## src/rtl/serial_cmp_pkg.sv

```systemverilog
// Shared types, sizing helpers and result encodings for the serial
// nibble-wise magnitude comparator.
package serial_cmp_pkg;

  // Controller states: waiting for a request, or walking nibbles MSB-first.
  typedef enum logic {
    IDLE = 1'b0,
    CMP  = 1'b1
  } state_t;

  // Result encodings, laid out as {agtb, aeqb, altb} so exactly one bit is set.
  localparam logic [2:0] RES_NONE = 3'b000;
  localparam logic [2:0] RES_GT   = 3'b100;
  localparam logic [2:0] RES_EQ   = 3'b010;
  localparam logic [2:0] RES_LT   = 3'b001;

  // Number of 4-bit nibbles in an operand of the given width.
  function automatic int nib_of(input int width);
    return width / 4;
  endfunction

  // Width of a counter that can hold 0..nib_of(width) inclusive.
  function automatic int cw_of(input int width);
    return $clog2(nib_of(width) + 1);
  endfunction

endpackage

```

## src/rtl/nibble_cmp.sv

```systemverilog
// Combinational 4-bit unsigned magnitude slice. No cascade inputs: the
// controller supplies ordering by presenting nibbles MSB-first.
module nibble_cmp (
  input  logic [3:0] a_i,
  input  logic [3:0] b_i,
  output logic       gt,
  output logic       eq,
  output logic       lt
);

  assign gt = (a_i >  b_i);
  assign eq = (a_i == b_i);
  assign lt = (a_i <  b_i);

endmodule

```

## src/rtl/serial_mag_compare_ctrl.sv

```systemverilog
// Multi-cycle unsigned magnitude comparator. One shared 4-bit slice examines
// one nibble per clock, most significant first, and stops on the first
// differing nibble. start/done handshake; flags hold until the next result.
module serial_mag_compare_ctrl
  import serial_cmp_pkg::*;
#(
  parameter  int WIDTH = 32,
  localparam int NIB   = nib_of(WIDTH),
  localparam int CW    = cw_of(WIDTH)
) (
  input  logic             clk,
  input  logic             rst_n,
  input  logic             start,
  input  logic [WIDTH-1:0] a,
  input  logic [WIDTH-1:0] b,
  output logic             busy,
  output logic             done,
  output logic             agtb,
  output logic             aeqb,
  output logic             altb,
  output logic [CW-1:0]    nib_used
);

  localparam int IW = $clog2(NIB);

  state_t           state_q;
  logic [WIDTH-1:0] ra_q;
  logic [WIDTH-1:0] rb_q;
  logic [IW-1:0]    idx_q;
  logic             busy_q;
  logic             done_q;
  logic [2:0]       flags_q;
  logic [CW-1:0]    nib_used_q;

  logic [3:0]       nib_a;
  logic [3:0]       nib_b;
  logic             slice_gt;
  logic             slice_eq;
  logic             slice_lt;

  // Select the nibble currently under examination from the captured operands.
  assign nib_a = ra_q[{idx_q, 2'b00} +: 4];
  assign nib_b = rb_q[{idx_q, 2'b00} +: 4];

  nibble_cmp u_slice (
    .a_i (nib_a),
    .b_i (nib_b),
    .gt  (slice_gt),
    .eq  (slice_eq),
    .lt  (slice_lt)
  );

  // Controller FSM with registered handshake, result flags and nibble count.
  // NOTE: sequential state uses non-blocking assignments so every register
  // samples the pre-edge values; blocking here would create ordering races.
  always_ff @(posedge clk) begin
    if (!rst_n) begin
      state_q    <= IDLE;
      // NOTE: the operand copies are plain flops, not a memory, so they are
      // cleared with everything else and never expose stale data after reset.
      ra_q       <= '0;
      rb_q       <= '0;
      idx_q      <= IW'(NIB - 1);
      busy_q     <= 1'b0;
      done_q     <= 1'b0;
      flags_q    <= RES_NONE;
      nib_used_q <= '0;
    end else begin
      done_q <= 1'b0;
      case (state_q)
        IDLE: begin
          if (start) begin
            ra_q    <= a;
            rb_q    <= b;
            idx_q   <= IW'(NIB - 1);
            busy_q  <= 1'b1;
            state_q <= CMP;
          end
        end
        CMP: begin
          if (!slice_eq) begin
            // First differing nibble decides the ordering outright.
            flags_q    <= slice_gt ? RES_GT : RES_LT;
            nib_used_q <= CW'(NIB) - CW'(idx_q);
            done_q     <= 1'b1;
            busy_q     <= 1'b0;
            state_q    <= IDLE;
          end else if (idx_q == '0) begin
            // Every nibble matched down to the LSB.
            flags_q    <= RES_EQ;
            nib_used_q <= CW'(NIB);
            done_q     <= 1'b1;
            busy_q     <= 1'b0;
            state_q    <= IDLE;
          end else begin
            idx_q <= idx_q - 1'b1;
          end
        end
        default: begin
          state_q <= IDLE;
          busy_q  <= 1'b0;
        end
      endcase
    end
  end

  assign busy     = busy_q;
  assign done     = done_q;
  assign agtb     = flags_q[2];
  assign aeqb     = flags_q[1];
  assign altb     = flags_q[0];
  assign nib_used = nib_used_q;

  // slice_lt is implied by !gt && !eq; kept on the slice for completeness.
  logic unused_lt;
  assign unused_lt = slice_lt;

endmodule

```

## config.mk

```make
export PLATFORM = sky130hd
export DESIGN_NAME = serial_mag_compare_ctrl
export DESIGN_NICKNAME = d
export VERILOG_FILES = /design/src/rtl/serial_cmp_pkg.sv /design/src/rtl/nibble_cmp.sv /design/src/rtl/serial_mag_compare_ctrl.sv
export SDC_FILE = /design/constraint.sdc
export NUM_CORES = 1
export LEC_CHECK = 0
export CAP_MARGIN = 20
export CORE_ASPECT_RATIO = 0.5
export CORE_MARGIN = 5
export CORE_UTILIZATION = 45
export DETAILED_ROUTE_END_ITERATION = 8
export PLACE_DENSITY = 0.72
export SETUP_SLACK_MARGIN = 0.15
export SLEW_MARGIN = 20
export SYNTH_ARGS = -nofsm -noshare
export SYNTH_HDL_FRONTEND = slang
export SYNTH_HIERARCHICAL = 1
export SYNTH_SLANG_ARGS = --single-unit
```

## constraint.sdc

```tcl
create_clock -name clk -period 3 [get_ports clk]
set_input_delay 0.6 -clock clk [delete_from_list [all_inputs] [get_ports clk]]
set_output_delay 0.6 -clock clk [all_outputs]
set_load 0.005 [all_outputs]
```

# After elaboration in Yosys (flattened, before gate mapping)
# Cells that the tools add are included.
# classes
n_bitwise	1
n_eq_ne	6
n_shift	2
mux	19
n_reduce_logical	6
add_sub_neg	2
n_lt_le_gt_ge	1
# ops
op	n
$shiftx A32 B6 Y4	2
$mux W3	6
$mux W1	8
$mux W4	2
$reduce_and A2 Y1	4
$pmux W3 S2	1
$eq A4 B4 Y1	1
$gt A4 B4 Y1	1
$ne A2 B1 Y1 const B	2
$ne A2 B2 Y1 const B	2
$pmux W1 S2	2
$sub A4 B3 Y4 const A	1
$logic_not A3 Y1	1
$ne A3 B2 Y1 const B	1
$reduce_and A3 Y1	1
$sub A3 B1 Y3 const B	1
$not A1 Y1	1
# totals
register_bits	77
elab_cells	45
inputBits	67
output_inout_bits	9

# Longest topological paths before layout
# Gate-level depths: netlist of the first run.
# logic_depth
depth_word	4
depth_mapped	12
depth_no_buf	10

# Modules after synthesis
# Netlist of the first run, hierarchy kept.
# by_module_without_submodules
module	seq_area_each_um2	n_inst	cells_each	area_per_inst_um2
serial_mag_compare_ctrl	1541.5	1	385	3468.3
nibble_cmp	0.0	1	16	128.9

# Worst setup path after synthesis of the first run
# Ideal clock, no wire load.
# synth_timing
kind	flip-flop to flip-flop
from	register idx_q[0]
to	register nib_used_q[3] (netlist: nib_used[3])
required_ns	2.884
setup_slack_ns	0.641
stages_incl_launch_ff	11
t_arrival_ns	2.243
period_less_slack_ns	2.359
path_cell_list	dfxtp_1 buf_6 mux4_2 nand2_1 nand2_1 ha_1 nand2_1 nor2_1 nor2b_1 nor2_1 o211a_1
# synth_via
elab_chain_len	4
word_cells_on_any_way	8
# synth_lines
element	line_no	text
from (decl)	serial_mag_compare_ctrl.sv:29	logic [IW-1:0] idx_q;
from (signal assigned)	serial_mag_compare_ctrl.sv:63	idx_q <= IW'(NIB - 1);
from (signal assigned)	serial_mag_compare_ctrl.sv:75	idx_q <= IW'(NIB - 1);
from (signal assigned)	serial_mag_compare_ctrl.sv:96	idx_q <= idx_q - 1'b1;
$shiftx A32 B6 Y4 *	serial_mag_compare_ctrl.sv:42	assign nib_a = ra_q[{idx_q, 2'b00} +: 4];
via nib_a[3]	serial_mag_compare_ctrl.sv:35	logic [3:0] nib_a;
$eq A4 B4 Y1 *	nibble_cmp.sv:12	assign eq = (a_i == b_i);
via slice_eq	serial_mag_compare_ctrl.sv:38	logic slice_eq;
$ne A2 B1 Y1 (no line)	-	
$reduce_and A2 Y1 (no line)	-	
to (signal assigned)	serial_mag_compare_ctrl.sv:84	nib_used_q <= CW'(NIB) - CW'(idx_q);
to (signal assigned)	serial_mag_compare_ctrl.sv:91	nib_used_q <= CW'(NIB);
to (decl)	serial_mag_compare_ctrl.sv:33	logic [CW-1:0] nib_used_q;
# Mark *: on every way through the listed nets, which the timed path passes. The rest lies on a longest branch.
# A chain may end at the register's enable or synchronous reset.

# Worst setup path in the final report of the first run
# Ends and elaborated chain as after synthesis.

==> out/results.ini, run 1 <==
[final_layout]
layout_common_cells = nand2_1, dfxtp_1, clkdlybuf4s50_1
antenna_cells = 0
final_common_cell = nand2_1
nFillCells = 733
syn2layout_area_growth_pct = 31.2
multiInputGateArea_um2 = 1830
seqCellArea_um2 = 1540
drive_above_1_share = 0.108
nNetsFinal = 541

[sta]
fmax_mhz = 377
grt_setup_unrepaired = no
finalCriticalPeriod_ns = 2.65
setup_viol = 0
max-slew-margin-rel = 0.610
tightest_slew_ns = 0.585
finalHoldViolCount = 0
skew_ns = 0.00334
slew_violations = 0
tns_ns = 0
fin_ws_ns = 0.348
finalCritPeriodShare = 0.884

[floorplan]
core_area_um2 = 7890
dieArea_um2 = 9970
io-pin-count = 76
start_util = 0.455
rows = 23
die_h_um = 73.2
dieWidth_um = 136

[global_routing]
grt_max_degree = 42
grt_pass1_vias = 2789
grt_use_total = 0.175
antenna_found_initial = 0
overflow = 0
grt_pass1_wl_um = 13300

[worst_setup_path]
cp-startpoint = idx_q[0]
regToRegEndpoint = nib_used[3]
crit_fanout = 12
setup.worst_path.end = nib_used[3]
reg2reg_depth = 10
endpoint_kind = register
crit_required_ns = 3.23
rr_startpoint = idx_q[0]
critPathKind = reg2reg
ff2ff_setup_slack_ns = 0.35
arrival_ns = 2.88
start_kind = register

[detailed_routing]
ant_nets = 0
wl_per_cell_um = 13.9
drt_iter0_markers = 185
dr.pass1.iters = 4
drt-total-wl_um = 8130
num_vias = 2869
avgViaCountPerCell = 4.92
drc = 0

[power_and_ir_drop]
p_int_mw = 2.15
max-vdd-ir-drop_mv = 0.291
p_comb_frac = 0.147
p_leak_nw = 1.91
switching_share = 0.231
p_switching_mw = 0.646
power_frac_clock = 0.449
seqPwrFrac = 0.404
power_density_nw_per_um2 = 593

[worst_hold_path]
hold_class = reg2reg

[place]
dp_hpwl_um = 5940
port_buffers = 75
place.gp.congestion = 0.839
dp_slack_ns = 0.303

[clock_tree]
cts-buffers-inserted = 9
clock_path_buffers = 2
cts_root_buf = clkbuf_16
cts_tree = yes
cts.sinks = 77
postCtsSetupRepairBufs = 0
htreeDepth = 3
insertion_delay_ns = 0.34
cts_hold_buf = 0
clk_pin_slew_worst_paths_ns = 0.06
cts_resized = 0

[logic_synthesis]
synth_area_um2 = 3590
syn_area_per_cell_um2 = 8.98
yosys_warnings = 6
synth_fp_nets = 475
syn_inst = 400

[flow_run]
drv_cap = 0

[status]
status = finished, final reports clean

[flip-flops by register name, summed over array words and instances (netlist names)]
| register | cells |
|---|---|
| ra_q | 32 |
| rb_q | 32 |
| nib_used | 4 |
| flags_q | 3 |
| idx_q | 3 |
| busy | 1 |
| done | 1 |
| state_q | 1 |
[through the flow]
step | instance area, µm² | utilization | hold slack, ns | power (mW) | std cells
floorplan | 3590 | - | 0.432 | 1.40 | 400
global placement | 4360 | 0.553 | 0.439 | 1.55 | 567
detailed placement | 4360 | 0.553 | 0.445 | 1.56 | 567
CTS | 4710 | 0.597 | 0.453 | 2.81 | 583
global route | 4710 | 0.597 | 0.471 | 2.91 | 583
finish | 4710 | 0.597 | 0.452 | 2.79 | 583
[power groups by stage]
stage / logic [mW] / clock network [mW] / registers [mW]
global route: 0.453 / 1.32 / 1.13
global placement: 0.402 / 0 / 1.15
CTS: 0.411 / 1.27 / 1.13
floorplan: 0.270 / 0 / 1.13
finish: 0.410 / 1.26 / 1.13
detailed placement: 0.407 / 0 / 1.15
[per-layer routing]
layer | vias to the layer above | share of wire | wire (µm) | GRT usage
met1 | 1317 | 0.50 | 4040 | 0.236
met4 | 0 | 0.015 | 122 | 0.0637
met3 | 13 | 0.065 | 527 | 0.0627
met2 | 75 | 0.42 | 3440 | 0.261
met5 | - | 0 | 0 | 0
li1 | 1464 | - | - | -
[critical path: stages, from the launching register on]
cell	delay, ns
dfxtp_1	0.33
buf_4	0.26
mux4_2	0.53
nand2_1	0.08
nand2_1	0.06
ha_1	0.30
nand2_1	0.08
nor2_1	0.28
nor2b_2	0.34
nor2_1	0.09
o211a_1	0.20
[cell type report]
cell class	count	share of cell area
repair buffers	83	0.174
well taps	112	0.0297
clock buffers	10	0.0507
inverters	8	0.00637
flip-flops and latches	77	0.327
clock inverters	6	0.0234
multi-input cells	287	0.389
[how the worst min path moves through the flow]
stage | from | endpoint | cells after the start
6_report | rb_q[2] | rb_q[2] | 2
4_1_cts | rb_q[5] | rb_q[5] | 2
5_1_grt | ra_q[11] | ra_q[11] | 2
3_5_place_dp | rb_q[5] | rb_q[5] | 2
3_3_place_gp | rb_q[1] | rb_q[1] | 2
2_1_floorplan | ra_q[10] | ra_q[10] | 2
Note: power is estimated with default switching activity, not from simulation.
==> run 2: changes to the inputs <==
CAP_MARGIN = not set   (was 20)
CORE_UTILIZATION = 40   (was 45)
PLACE_DENSITY = 0.65   (was 0.72)
clock period = 2.9 ns   (was 3 ns; I/O delays follow)
==> out/results.ini, run 2 (synthesized netlist as in run 1, its figures left out) <==
[power_and_ir_drop]
p_comb_frac = 0.145  ; -0.002
seqPwrFrac = 0.395  ; -0.009
max-vdd-ir-drop_mv = 0.313  ; +7.4%
power_density_nw_per_um2 = 621  ; +4.7%
p_switching_mw = 0.665  ; +2.9%
p_int_mw = 2.29  ; +6.6%
switching_share = 0.225  ; -0.00619
power_frac_clock = 0.460  ; +0.011
p_leak_nw = 1.93  ; +1.4%

[sta]
slew_violations = 0  ; unchanged
finalHoldViolCount = 0  ; unchanged
tns_ns = 0  ; unchanged
finalCriticalPeriod_ns = 2.55  ; -0.0978 ns
fmax_mhz = 391  ; +3.8%
setup_viol = 0  ; unchanged
skew_ns = 0.00665  ; +0.00331 ns
finalCritPeriodShare = 0.881  ; -0.00322
grt_setup_unrepaired = no
tightest_slew_ns = 0.611  ; +0.0255 ns
max-slew-margin-rel = 0.593  ; -0.0170

[clock_tree]
cts_resized = 0  ; unchanged
htreeDepth = 3  ; unchanged
cts_root_buf = clkbuf_16
cts_tree = yes
cts.sinks = 77  ; unchanged
clock_path_buffers = 2  ; unchanged
clk_pin_slew_worst_paths_ns = 0.06  ; about the same
cts-buffers-inserted = 9  ; unchanged
postCtsSetupRepairBufs = 0  ; unchanged
cts_hold_buf = 0  ; unchanged
insertion_delay_ns = 0.34  ; about the same

[worst_setup_path]
path_delay_family = simple AND/OR/NAND/NOR gates
endpoint_kind = register
critPathSlowestCell = mux4_2
start_kind = register
arrival_ns = 2.74  ; -0.14 ns
critPathKind = reg2reg
crit_required_ns = 3.08  ; -0.15 ns
cp_common_cell = nand2_1
path_cells = buf_4, mux4_2, nand2_1, nand2_1, ha_1, nand2_1, nor2_1, nor2b_2, a31o_2, o311ai_1
path_buf_inv = 1  ; unchanged
crit_fanout = 8  ; -4
slowest_delay_ns = 0.54  ; about the same

[global_routing]
overflow = 0  ; unchanged
grt_max_degree = 51  ; +21%
grt_use_total = 0.156  ; -0.0197
grt_pass1_wl_um = 13700  ; +2.4%
antenna_found_initial = 0  ; unchanged
grt_pass1_vias = 2761  ; -1.0%

[final_layout]
nNetsFinal = 544  ; +0.55%
antenna_cells = 0  ; unchanged
syn2layout_area_growth_pct = 32.5
final_common_cell = nand2_1
drive_above_1_share = 0.114  ; +0.00564
layout_common_cells = nand2_1, dfxtp_1, clkdlybuf4s50_1
final_area_um2 = 4760  ; +1.0%

[detailed_routing]
drc = 0  ; unchanged
dr.pass1.iters = 4  ; unchanged
drt-total-wl_um = 8340  ; +2.6%
avgViaCountPerCell = 4.86  ; -1.2%
drt_iter0_markers = 203  ; +9.7%
wl_per_cell_um = 14.1  ; +1.3%
num_vias = 2874  ; +0.17%
ant_nets = 0  ; unchanged

[status]
status = finished, final reports clean

[place]
place.gp.congestion = 0.843  ; +0.39%
port_buffers = 75  ; unchanged
dp_hpwl_um = 6090  ; +2.6%
place_area_um2 = 4390  ; +0.66%

[flow_run]
drv_cap = 0  ; unchanged

[floorplan]
dieWidth_um = 144  ; +5.6%
rows = 24  ; +4.3%
dieArea_um2 = 11100  ; +11%
io-pin-count = 76  ; unchanged
core_area_um2 = 8740  ; +11%
start_util = 0.411  ; -0.0445
die_h_um = 77  ; +5.2%

[worst_hold_path]
hold_class = reg2reg

## run 2: path summary, 6_finish.rpt
path,start,endpoint,slack (ns),cells after the start
worst max-delay path,idx_q[0],idx_q[2],0.35,10
worst min-delay path,ra_q[15],ra_q[15],0.45,2
worst max register to register,idx_q[0],idx_q[2],0.35,10
worst min register to register,ra_q[15],ra_q[15],0.45,2
## run 2: worst reg2reg max path: cells and delay by family, from the launching register on
family / cells / cell delay, ns
AOI/OAI and AO/OA: 2 / 0.26
and+or+nand+nor: 5 / 0.75
muxes: 1 / 0.54
buffers and inverters: 1 / 0.20
adders and majority gates: 1 / 0.29
DFF: 1 / 0.35
## run 2: layer usage
layer	GRT usage	wire length [µm]	vias to the layer above
li1	-	-	1468
met1	0.226	4270	1329
met2	0.219	3450	68
met4	0.0508	113	0
met5	0	0	-
met3	0.0479	511	9
## run 2: metrics by stage
stage,util,total power [mW],worst slack (ns),hold WS (ns),cells
2_1_floorplan,-,1.45,0.541,0.432,400
3_3_place_gp,0.502,1.61,0.357,0.442,575
3_5_place_dp,0.502,1.61,0.279,0.444,575
4_1_cts,0.543,2.97,0.257,0.452,591
5_1_grt,0.545,3.08,0.191,0.465,591
6_report,0.545,2.95,0.345,0.449,591
## run 2: final cells by class
cell class | instances | area, µm²
fillers | 815 | 3980
multi-input cells | 287 | 1840
flip-flops and latches | 77 | 1540
repair buffers | 86 | 841
clock buffers | 9 | 225
well taps | 117 | 146
clock inverters | 7 | 138
inverters | 8 | 30.0
## run 2: power by group through the flow
| stage | clock network (mW) | logic (mW) | registers, mW |
|---|---|---|---|
| detailed placement | 0 | 0.424 | 1.19 |
| global route | 1.43 | 0.477 | 1.17 |
| floorplan | 0 | 0.280 | 1.17 |
| finish | 1.36 | 0.429 | 1.17 |
| CTS | 1.38 | 0.428 | 1.17 |
| global placement | 0 | 0.421 | 1.19 |
